File: src/rtl/im_loader_pkg.sv
// Shared definitions for the instruction-memory boot loader: FSM states and the
// default memory geometry used by the loader, instruction memory and computer top.
package im_loader_pkg;

  localparam int IM_IW    = 15;
  localparam int IM_AW    = 6;
  localparam int IM_DEPTH = 64;

  typedef enum logic [2:0] {
    ST_IDLE  = 3'd0,
    ST_LO    = 3'd1,
    ST_HI    = 3'd2,
    ST_WRITE = 3'd3,
    ST_DONE  = 3'd4,
    ST_ERR   = 3'd5
  } state_e;

endpackage

File: src/rtl/im_loader.sv
// Boot-time loader: takes a count byte followed by low/high byte pairs, writes the
// assembled words to instruction memory and keeps the CPU in reset until finished.
module im_loader
  import im_loader_pkg::*;
#(
  parameter int IW    = IM_IW,
  parameter int AW    = IM_AW,
  parameter int DEPTH = IM_DEPTH
) (
  input  logic          clk,
  input  logic          rst,
  input  logic          in_valid,
  input  logic [7:0]    in_data,
  output logic          in_ready,
  output logic          im_we,
  output logic [AW-1:0] im_addr,
  output logic [IW-1:0] im_wdata,
  output logic          cpu_hold,
  output logic          done,
  output logic          err
);

  localparam logic [8:0]  DEPTH_W = 9'(DEPTH);
  localparam logic [AW:0] ONE_W   = (AW+1)'(1);

  state_e        state_q, state_d;
  logic [AW:0]   idx_q, idx_d;
  logic [AW:0]   cnt_q, cnt_d;
  logic [7:0]    lo_q, lo_d;
  logic [AW-1:0] addr_q, addr_d;
  logic [IW-1:0] wdata_q, wdata_d;
  logic          take_byte;
  logic [AW:0]   idx_inc;

  // Ready depends only on state (and reset), never on in_valid.
  assign in_ready  = ((state_q == ST_IDLE) || (state_q == ST_LO) || (state_q == ST_HI)) && !rst;
  assign take_byte = in_valid && in_ready;
  assign idx_inc   = idx_q + ONE_W;

  assign im_we    = (state_q == ST_WRITE);
  assign im_addr  = addr_q;
  assign im_wdata = wdata_q;
  assign cpu_hold = (state_q != ST_DONE);
  assign done     = (state_q == ST_DONE);
  assign err      = (state_q == ST_ERR);

  // Next-state and datapath updates for the load sequence.
  always_comb begin
    state_d = state_q;
    idx_d   = idx_q;
    cnt_d   = cnt_q;
    lo_d    = lo_q;
    addr_d  = addr_q;
    wdata_d = wdata_q;
    case (state_q)
      ST_IDLE: begin
        if (take_byte) begin
          cnt_d = (AW+1)'(in_data);
          idx_d = '0;
          if (in_data == 8'd0) begin
            state_d = ST_DONE;
          end else if ({1'b0, in_data} > DEPTH_W) begin
            state_d = ST_ERR;
          end else begin
            state_d = ST_LO;
          end
        end else begin
          state_d = ST_IDLE;
        end
      end
      ST_LO: begin
        if (take_byte) begin
          lo_d    = in_data;
          state_d = ST_HI;
        end else begin
          state_d = ST_LO;
        end
      end
      ST_HI: begin
        // Address and data are captured here so they are stable during WRITE.
        if (take_byte) begin
          addr_d  = idx_q[AW-1:0];
          wdata_d = {in_data[IW-9:0], lo_q};
          state_d = ST_WRITE;
        end else begin
          state_d = ST_HI;
        end
      end
      ST_WRITE: begin
        idx_d = idx_inc;
        if (idx_inc == cnt_q) begin
          state_d = ST_DONE;
        end else begin
          state_d = ST_LO;
        end
      end
      ST_DONE: state_d = ST_DONE;
      ST_ERR:  state_d = ST_ERR;
      default: state_d = ST_IDLE;
    endcase
  end

  // State and datapath registers.
  always_ff @(posedge clk or posedge rst) begin
    if (rst) begin
      state_q <= ST_IDLE;
      idx_q   <= '0;
      cnt_q   <= '0;
      lo_q    <= 8'd0;
      addr_q  <= '0;
      wdata_q <= '0;
    end else begin
      state_q <= state_d;
      idx_q   <= idx_d;
      cnt_q   <= cnt_d;
      lo_q    <= lo_d;
      addr_q  <= addr_d;
      wdata_q <= wdata_d;
    end
  end

endmodule

File: config.mk
export PLATFORM = sky130hd
export DESIGN_NAME = im_loader
export DESIGN_NICKNAME = d
export VERILOG_FILES = /design/src/rtl/im_loader_pkg.sv /design/src/rtl/im_loader.sv
export SDC_FILE = /design/constraint.sdc
export NUM_CORES = 1
export LEC_CHECK = 0
export ABC_AREA = 0
export CELL_PAD_IN_SITES_DETAIL_PLACEMENT = 0
export CELL_PAD_IN_SITES_GLOBAL_PLACEMENT = 1
export CORE_AREA = 2 2 95 60
export DETAILED_ROUTE_END_ITERATION = 7
export DIE_AREA = 0 0 97 62
export PLACE_DENSITY = 0.81
export SKIP_CTS_REPAIR_TIMING = 1
export SYNTH_ARGS = -nofsm -noshare
export SYNTH_HDL_FRONTEND = slang
export SYNTH_SLANG_ARGS = --single-unit
File: constraint.sdc
create_clock -name clk -period 1.9 [get_ports clk]
set_input_delay 0.285 -clock clk [delete_from_list [all_inputs] [get_ports clk]]
set_output_delay 0.285 -clock clk [all_outputs]
set_load 0.01 [all_outputs]
* Word-level counts from Yosys, hierarchy flattened
Index checks and enable logic that the tools add are counted.
Word-level totals: flip-flop bits (word level) 46, logic and storage cells 37
Operators by class: $add $sub $neg 1, $lt $le $gt $ge 1, equality and inequality tests 8, mux-type cells 9, reductions and logical operators 12
Operators by type and width (number):
- $pmux W3 S6 | 1
- $pmux W7 S2 | 1
- $mux W3 | 4
- $gt A8 B7 Y1 const B | 1
- $logic_not A8 Y1 | 1
- $reduce_and A2 Y1 | 4
- $add A7 B1 Y7 const B | 1
- $eq A7 B7 Y1 | 1
- $mux W7 | 1
- $eq A3 B2 Y1 const B | 2
- $eq A3 B3 Y1 const B | 2
- $eq A3 B1 Y1 const B | 1
- $logic_not A3 Y1 | 1
- $ne A3 B3 Y1 const B | 1
- $logic_and A1 B1 Y1 | 2
- $logic_or A1 B1 Y1 | 2
- $mux W2 | 1
- $ne A2 B2 Y1 const B | 1
- $reduce_bool A2 Y1 | 1
- $logic_not A1 Y1 | 1
- $mux W1 | 1

* Depth between registers and ports, before layout
depth in word-level cells 7, gate-level depth with buffers 7

* Least setup slack after synthesis
Ideal clock, no wire load.
path type reg2reg, start point register idx_q[0], end point register state_q[0], library setup time 136 ps, arrival 1564 ps, path slack 200 ps, cell stages (with the launch flop) 7, path buffers 0, period minus slack after synthesis 1700 ps, cell sequence dfrtp_1 ha_1 and3_1 a31oi_1 o211ai_1 nor4_1 o21ai_0
Between the ends: longest elaborated chain between the ends 4
Ends and longest elaborated chain:
- start, declared | line im_loader.sv:27 | logic [AW:0] idx_q, idx_d;
- start signal, assigned | line im_loader.sv:114 | idx_q <= idx_d;
- $add A7 B1 Y7 | line im_loader.sv:38 | assign idx_inc = idx_q + ONE_W;
- $eq A7 B7 Y1 | line im_loader.sv:91 | if (idx_inc == cnt_q) begin
- $mux W3 | line im_loader.sv:91
- $pmux W3 S6 | line im_loader.sv:55 | case (state_q)
- via state_d[0] | line im_loader.sv:26 | state_e state_q, state_d;
- end signal, assigned | line im_loader.sv:113 | state_q <= state_d;
- end, declared | line im_loader.sv:26
The timed path passes the listed nets, and every way through them passes these cells. A chain may end at the register's enable or synchronous reset.

* Worst setup path in the final report
start point input port in_data[1], end point register state_q[2]
Between the ends: longest elaborated chain between the ends 5, elaborated cells between the ends (all ways) 6, classes of those cells order compare: 1; mux: 4; reduce/logical: 1
Ends and longest elaborated chain:
- start, declared | line im_loader.sv:13 | input logic [7:0] in_data,
- $gt A8 B7 Y1 | line im_loader.sv:62 | end else if ({1'b0, in_data} > DEPTH_W) begin
- $mux W3 | line im_loader.sv:62
- $mux W3 (*) | line im_loader.sv:60 | if (in_data == 8'd0) begin
- $mux W3 (*) | line im_loader.sv:57 | if (take_byte) begin
- $pmux W3 S6 (*) | line im_loader.sv:55
- via state_d[2] | line im_loader.sv:26
The timed path passes the listed nets; every way through them passes the cells marked *.

==> metrics.md <==
| Metric | Value |
|---|---|
| Max-cap violations | 0 |
| Routed len/inst | 14.35 microns |
| First-pass GRT wire length | 6969 microns |
| DR pass1 iterations | 4 |
| Final Hold Viols | 0 |
| Gpl congestion | 0.8015 |
| Layout cells sized above 1 | 33.33% |
| Ports | 37 |
| Combinational share of power | 37.9% |
| Worst-path fanout max | 2 |
| Row count | 21 |
| Leading area contributor after synthesis | dfrtp_1 |
| Clock transition at the registers of the reported paths | 80 ps |
| Reg2Reg Depth | 7 |
| Outcome | finished, final reports clean |
| Fmax | 0.5453 GHz |
| Worst reg2reg setup slack | 150 ps |
| Initial antenna violation count | 0 |
| Critical Setup Path Class | primary input to flip-flop |
| Number of synthesized flops with an enable pin | 0 |
| Gr ovfl total | 0 |
| Layout area overhead | 35.97% |
| Pin count of the biggest net entering global routing | 38 |
| Root Buffer | clkbuf_8 |
| Hold WS | 321.4 ps |
| VDD IR max | 613.3 uV |
| Total Routing Usage GR | 14.75% |
| H-tree levels | 2 |
| Post-DRT Antenna Nets | 0 |
| CTS buffer count | 5 |
| Clk pwr share | 19.3% |
| Final WL | 4176 microns |
| Die ar. | 0.006014 sq mm |
| CTS Buffer Depth | 2 |
| Die height | 62 microns |
| Switching share of power | 28.76% |
| Sequential Power Share | 42.7% |
| Crit. End Element | flip-flop |
| Async SR Flop Fraction | 100.0% |
| Synth warn | 0 |
| Sink of the worst hold path | lo_q[0]$_DFFE_PP0P_ |
| Final Cycle Share | 96.52% |
| ANT cells | 0 |
| Iteration-0 DRC Markers | 98 |
| Synthesized area | 0.002059 sq mm |
| Syn avg cell area | 12.48 sq um |
| Worst clock skew | 7.474 ps |
| WP data arrival | 2010 ps |
| Library cells used by synthesis | 32 |
| # clock sinks | 46 |
| FF+latch count, synth | 46 |
| Die width | 97 microns |
| WP data required | 2080 ps |
| Power Internal | 2.694 mW |
| Nets | 234 |
| Total net switching power | 1.087 mW |
| Startpoint Class | primary input |
| Via density | 5.045 |
| Commonest cells in the netlist | dfrtp_1, mux2_2, o21ai_0, nand2_1 |
| # port buffers | 36 |
| Initial Utilization | 39.00% |
| Dpl hpwl | 2936 microns |
| Vias in the first global route | 1395 |
| Sequential area share after synthesis | 55.89% |
| Most frequent cell after synthesis | dfrtp_1 |
| Vias | 1468 |
| Top cell type's share of synthesized area | 55.89% |
| Slew Limit Fails | 0 |
| DRC viols | 0 |
| Predominant post-synthesis flop cell | dfrtp_1 |
| Relative slew margins | 70.41% |
| Core area | 0.005281 sq mm |
| Syn Nets | 177 |
| Cell Pwr Density | 1350 mW/mm^2 |
| Syn Inst Count | 165 |
| Worst-Skew Late Latency | 290 ps |
| Final min period | 1834 ps |
| Setup TNS | 0 ps |
| Slew @ Worst Pin | 443.9 ps |
| CTS tree | built |
| Reg2Reg Capture Point | state_q[0]$_DFF_PP0_ |
| Setup violators final | 0 |
| Tot Pwr | 3.781 mW |
| Worst hold stages | 2 |
| Area contributors post-synth | dfrtp_1, mux2_2, xor2_1 |
| Hold path start | in_data[0] |
| Min-delay worst type | primary input to flip-flop |
| Reg-to-Reg Start | idx_q[0]$_DFFE_PP0P_ |
| Leak pwr | 1.319 nW |
## through the flow
step | cell area [sq um] | utilization [%] | setup WS [ps] | instances
floorplan | 2059 | - | 199.8 | 165
global placement | 2646 | 50.11 | -273.3 | 282
detailed placement | 2646 | 50.11 | -333.8 | 282
CTS | 2759 | 52.24 | -141.8 | 289
global route | 2800 | 53.02 | -1.208 | 291
finish | 2800 | 53.02 | 66.16 | 291
## how the worst max path moves through the flow
stage                         startpoint              endpoint  slack [ps]
finish                        in_data[1]  state_q[2]$_DFF_PP0_          70
CTS                 state_q[2]$_DFF_PP0_                 im_we        -140
global placement              in_data[0]  state_q[2]$_DFF_PP0_        -270
floorplan           idx_q[0]$_DFFE_PP0P_  state_q[0]$_DFF_PP0_         200
global route        state_q[2]$_DFF_PP0_              in_ready          -1
detailed placement            in_data[0]  state_q[2]$_DFF_PP0_        -330
## layout by cell type (no fill, tap or decap), types with 2 or more instances in the layout
cell type / Yosys / final
o31ai_1: 2 / 2
and3_1: 3 / 3
a31oi_1: 2 / 2
o21ai_0: 10 / 10
clkdlybuf4s50_1: 0 / 32
and2_1: 3 / 3
nor2_1: 6 / 5
dlymetal6s2s_1: 0 / 4
mux2_2: 36 / 36
inv_1: 4 / 2
o211ai_1: 2 / 2
xnor2_1: 3 / 3
nor4_1: 2 / 2
buf_12: 0 / 2
nand3_1: 6 / 5
nand3b_1: 2 / 2
or2_2: 2 / 2
buf_4: 0 / 20
nand2_1: 8 / 8
clkbuf_8: 0 / 6
dfrtp_1: 46 / 45
xor2_1: 6 / 6
## worst max-delay path, stage by stage
cell	delay (ps)
clkdlybuf4s50_1	440
or4_4	540
o31a_1	270
nor3_2	110
a2bb2oi_1	160
a21bo_1	210
## flip-flops by register name, indices dropped and copies added (netlist names)
signal and flops:
cnt_q 7, idx_q 7, im_addr 6, im_wdata 15, lo_q 8, state_q 3
## cells by family (layout without fill, tap and decap cells)
kind of cell / Yosys count / in the layout / synth area share (%)
buf+inv: 12 / 69 / 2.430
fa+ha+maj: 1 / 1 / 0.6074
simple gates: 40 / 40 / 10.81
mux: 36 / 36 / 19.68
xor+xnor: 9 / 9 / 3.828
flops: 46 / 46 / 55.89
compound gates: 21 / 21 / 6.743
## cell type report
class / count / area [sq um]
fill: 458 / 2481
clock buffer: 6 / 82.58
timing repair buffer: 58 / 560.5
sequential: 46 / 1152
inverter: 4 / 15.01
clock inverter: 1 / 30.03
tap: 69 / 86.33
multi-input combinational: 107 / 873.3
## power groups by stage
| stage | combinational [mW] | sequential, mW | clock (mW) |
|---|---|---|---|
| 2_1_floorplan | 0.678 | 1.68 | 0 |
| 6_report | 1.43 | 1.62 | 0.731 |
| 5_1_grt | 1.57 | 1.66 | 0.802 |
| 3_3_place_gp | 1.39 | 1.62 | 0 |
| 4_1_cts | 1.41 | 1.62 | 0.754 |
| 3_5_place_dp | 1.40 | 1.63 | 0 |
## routing by layer
layer	wire [microns]	share of wire (%)	GRT usage, %
met2	1687	40	20.63
met5	0	0	0
met3	213	5.1	4.139
met4	42	1.0	4.829
met1	2232	53	22.10
No activity file was read; power rests on OpenSTA's default activity.
==> RTL change 1, RTL diff (same settings) <==
`addr_q` no longer has a reset.
--- a/src/rtl/im_loader.sv
+++ b/src/rtl/im_loader.sv
@@ -109,3 +109,2 @@
       lo_q    <= 8'd0;
-      addr_q  <= '0;
       wdata_q <= '0;
@@ -116,3 +115,2 @@
       lo_q    <= lo_d;
-      addr_q  <= addr_d;
       wdata_q <= wdata_d;
@@ -121,2 +119,6 @@
 
+  always_ff @(posedge clk) begin
+    addr_q <= addr_d;
+  end
+
 endmodule
Formal check against the unedited RTL: differs if rst is asserted again (counterexample within 10 cycles, from zero or initial values and one cycle with rst high); with rst held inactive, the same outputs for 10 cycles.
==> RTL change 1 against the original RTL <==
  * Count of clock-buffer cells in the layout up 1
  * First-iteration DRC count down 37%
  * Die area unchanged
  * Worst setup slack worse by 22 ps
  * Synthesized cell count down 7.3%
  * Fmax down 1.2%
  * Wire length down 1.3%
  * Design area down 1.4%
  * Clock power down 17%
  * Synthesized area up 0.43%
  * Power down 6.7%
  * Core utilization down 0.73 points
  * Sequential cell count unchanged
  * Critical path type is now flip-flop to primary output
  * Largest cell class unchanged
  * Largest power group unchanged
==> RTL change 1: results (changes against the original RTL) <==
| Metric | Value |
|---|---|
| Status | `completed` |
| Flop-to-flop setup slack | `210 ps (+60 ps)` |
| Hold Path Cell Cnt | `1 (-1)` |
| Sequential share of the synthesized area | `57.11% (+1.2 points)` |
| Signal inverters | `5 (+1)` |
| Placed insts | `270 (-4.3%)` |
| Vias in the first global route | `1285 (-7.9%)` |
| CLK BUF | `7 (+1)` |
| Clock network area share | `3.308% (-0.71 points)` |
| Hold WC Path Type | `flip-flop to flip-flop` |
| Syn Nets | `165 (-6.8%)` |
| Worst r2r path cells | `5 (-2)` |
| Fillers | `482 (+5.2%)` |
| Worst VDD drop | `0.0005822 V (-5.1%)` |
| First-pass GRT wire length | `6644 µm (-4.7%)` |
| Worst-Margin Slew | `486.7 ps (+42.76 ps)` |
| Sequential cell area share | `42.86% (+1.7 points)` |
| Hold endpoint | `idx_q[6]` |
| Multi-input logic portion of the cell area | `30.90% (-0.29 points)` |
| CP arrival | `1570 ps (-440 ps)` |
| Drt total wl | `4121 µm (-1.3%)` |
| Placer Congestion | `0.8194 (+2.2%)` |
| HPWL Detailed | `2954 µm (+0.62%)` |
| Placed Area | `2643 µm² (-0.14%)` |
| Antenna violations before repair | `0 (unchanged)` |
| Mapped Avg Cell Area | `13.52 µm² (+8.3%)` |
| Comb_multi_in | `99 (-7.5%)` |
| Share of layout cells above drive strength 1 | `28.44% (-4.9 points)` |
| Worst Skew | `4.766 ps (-2.708 ps)` |
| Max FFs per register | `15 (unchanged)` |
| Pre-CTS setup slack | `21.91 ps (+355.8 ps)` |
| Initial DRC count | `62 (-37%)` |
| Worst-path fanout max | `7 (+5)` |
| DRT Pass-1 Iters | `4 (unchanged)` |
| Hold Path Origin | `idx_q[6]` |
| CP max-delay cell | `clkdlybuf4s50_1` |
| Tot GR Track Use | `14.46% (-0.30 points)` |
| Buffer share of cell area | `19.12% (-0.90 points)` |
| Pleak | `1.262 nW (-4.3%)` |
| Ys async rst share | `86.96% (-13 points)` |
| Post-synth top cells | `dfrtp_1, mux2_2, o21ai_0, mux2_4, nand2_1` |
| Pwr Total | `3.527 mW (-6.7%)` |
| Largest net degree at the start of global routing | `41 (+7.9%)` |
| Signal buffers | `53 (-8.6%)` |
| Layout area overhead | `33.51%` |
| Nets | `222 (-5.1%)` |
| Drt via density | `4.971 (-1.5%)` |
| Post-synth EDFFs | `6 (+6)` |
| Final std cells w/o fill | `280 (-3.8%)` |
| Worst Hold Margin | `501.6 ps (+180.1 ps)` |
| Delay-heaviest family, CP | `buffers and inverters` |
| Distinct cells, synth | `37 (+16%)` |
| Clock Sinks | `46 (unchanged)` |
| CP max stage delay | `560 ps (+20 ps)` |
| Top cells by area, synth | `dfrtp_1, mux2_2, edfxtp_1` |
| Port bufs | `36 (unchanged)` |
-- RTL change 1: worst max path at each step --
stage,start,endpoint,slack (ps),cells after the start
floorplan,idx_q[0],state_q[0],320,5
global placement,in_data[2],state_q[0],40,6
detailed placement,rst,idx_q[5],20,6
CTS,state_q[2],err,-150,3
global route,state_q[1],done,2,4
finish,state_q[0],in_ready,40,2
-- RTL change 1: where the power goes --
group          internal (mW)  leakage (nW)  switching, mW
Sequential              1.34         0.570          0.245
Clock                  0.294        0.0482          0.310
Combinational          0.827         0.644          0.516
Total                   2.46          1.26           1.07
-- RTL change 1: cells by family (layout without fill, tap and decap cells) --
group	Yosys count	in the layout	synth area share, %
mux	30	30	17.97
xor+xnor	10	10	4.900
simple gates	34	34	9.800
compound gates	24	24	7.623
fa+ha+maj	1	1	0.6049
buf+inv	8	66	1.996
flops	46	46	57.11
-- RTL change 1: layer usage --
layer  global-route usage, %  wire length [µm]
met5                       0                 0
met4                   4.225                48
met3                   4.027               235
met2                   20.14              1631
met1                   21.92              2204
==> RTL change 2, RTL diff (same flow settings) <==
Without the edit above. The package constant `IM_IW` goes from 15 to 16.
--- a/src/rtl/im_loader_pkg.sv
+++ b/src/rtl/im_loader_pkg.sv
@@ -4,3 +4,3 @@
 
-  localparam int IM_IW    = 15;
+  localparam int IM_IW    = 16;
   localparam int IM_AW    = 6;
Ports: changed (resized im_wdata); port bits go from 37 to 38. No check against the original RTL was run, so the function may have changed too.
==> RTL change 2 against the original RTL <==
  * Design area increased by 0.76%
  * Fmax increased by 1.3%
  * Worst setup slack better by 23 ps
  * Sequential cell count rose by 1
  * Cell count is 2.1% lower
  * Sequential share of layout area is 0.58 points higher
  * Wire length up 2.4%
  * Power rose by 4.6%
  * Synthesized area rose by 6.7%
  * Critical endpoint unchanged
==> RTL change 2: results (changes against the original RTL) <==
| Metric | Value |
|---|---|
| GR Util met2 | `20.83% (+0.20 points)` |
| Max FFs per register | `16 (+1)` |
| Syn Nets | `179 (+1.1%)` |
| Hold endpoint | `im_wdata[15]` |
| Top cells by area, synth | `dfrtp_1, mux2_4, mux2_2` |
| Hold Path Origin | `im_wdata[15]` |
| CP arrival | `1980 ps (-30 ps)` |
| Worst r2r path cells | `6 (-1)` |
| DR WL met2 | `1736 µm (+2.9%)` |
| HPWL Detailed | `2938 µm (about the same)` |
| Share of layout cells above drive strength 1 | `29.17% (-4.2 points)` |
| Reg-to-Reg Start | `idx_q[1]` |
| Sequential share of the synthesized area | `53.53% (-2.4 points)` |
| Distinct cells, synth | `38 (+19%)` |
| Placed Area | `2710 µm² (+2.4%)` |
| Port bufs | `37 (+2.8%)` |
| Worst VDD drop | `0.0006418 V (+4.7%)` |
| Post-synth top cells | `dfrtp_1, mux2_2, mux2_4, nand2_1` |
| Metal3 WL | `207 µm (-2.8%)` |
| Fillers | `484 (+5.7%)` |
| Clk pwr share | `17.7% (-1.6 points)` |
| Total combinational power | `1.57 mW (+9.8%)` |
| Worst slew margin | `69.96% (-0.44 points)` |
| Seq pwr share | `42.5% (-0.2 points)` |
| Largest net degree at the start of global routing | `48 (+26%)` |
| Pre-CTS setup slack | `-208.4 ps (+125.4 ps)` |
| Vias in the first global route | `1325 (-5.0%)` |
| Status | `completed` |
| Nets | `228 (-2.6%)` |
| Grt met1 use | `22.69% (+0.58 points)` |
| Initial DRC count | `62 (-37%)` |
| Tot GR Track Use | `14.74% (about the same)` |
[RTL change 2: cell types whose count changed after synthesis, sizes merged, moves of 2 or more]
| cell | before | now |
|---|---|---|
| a31oi | 2 | 0 |
| and3 | 3 | 6 |
| buf | 4 | 7 |
| clkbuf | 4 | 1 |
| nor2 | 6 | 8 |
| xnor2 | 3 | 6 |
| xor2 | 6 | 4 |
[RTL change 2: area by class of cell]
class | instances | area share (%)
clock inverter | 1 | 1.064
sequential | 47 | 41.73
inverter | 5 | 0.6652
multi-input combinational | 107 | 33.17
timing repair buffer | 50 | 17.74
tap | 69 | 3.060
clock buffer | 6 | 2.572
[RTL change 2: worst max-delay path by stage]
stage | startpoint | endpoint | slack (ps)
6_report | in_data[0] | state_q[2] | 90
5_1_grt | idx_q[1] | state_q[2] | 20
4_1_cts | state_q[2] | im_we | -70
3_5_place_dp | in_data[1] | state_q[2] | -210
3_3_place_gp | in_data[0] | state_q[2] | -160
2_1_floorplan | idx_q[0] | state_q[2] | 130
[RTL change 2: cell families after synthesis]
kind of cell | synth area share (%)
AO/OA/AOI/OAI | 4.897
adder cells (fa/ha/maj) | 0.5694
buffers and inverters | 3.872
multiplexers | 21.36
XOR/XNOR | 5.011
AND/OR/NAND/NOR | 10.76
flip-flops | 53.53
[RTL change 2: worst max-delay path, stage by stage]
cell and delay (ps):
clkdlybuf4s50_1 420, or4_1 620, nor3_2 190, xnor2_1 140, a21oi_1 80, a221o_1 250
[RTL change 2: per-stage QoR]
step                      utilization (%)  hold WS, ps  cells
after floorplan                         -        433.5    167
after global placement              51.31        468.7    278
after global routing                53.42        523.0    285
after CTS                           53.26        499.4    285
final                               53.42        491.8    285
after detailed placement            51.31        479.5    278
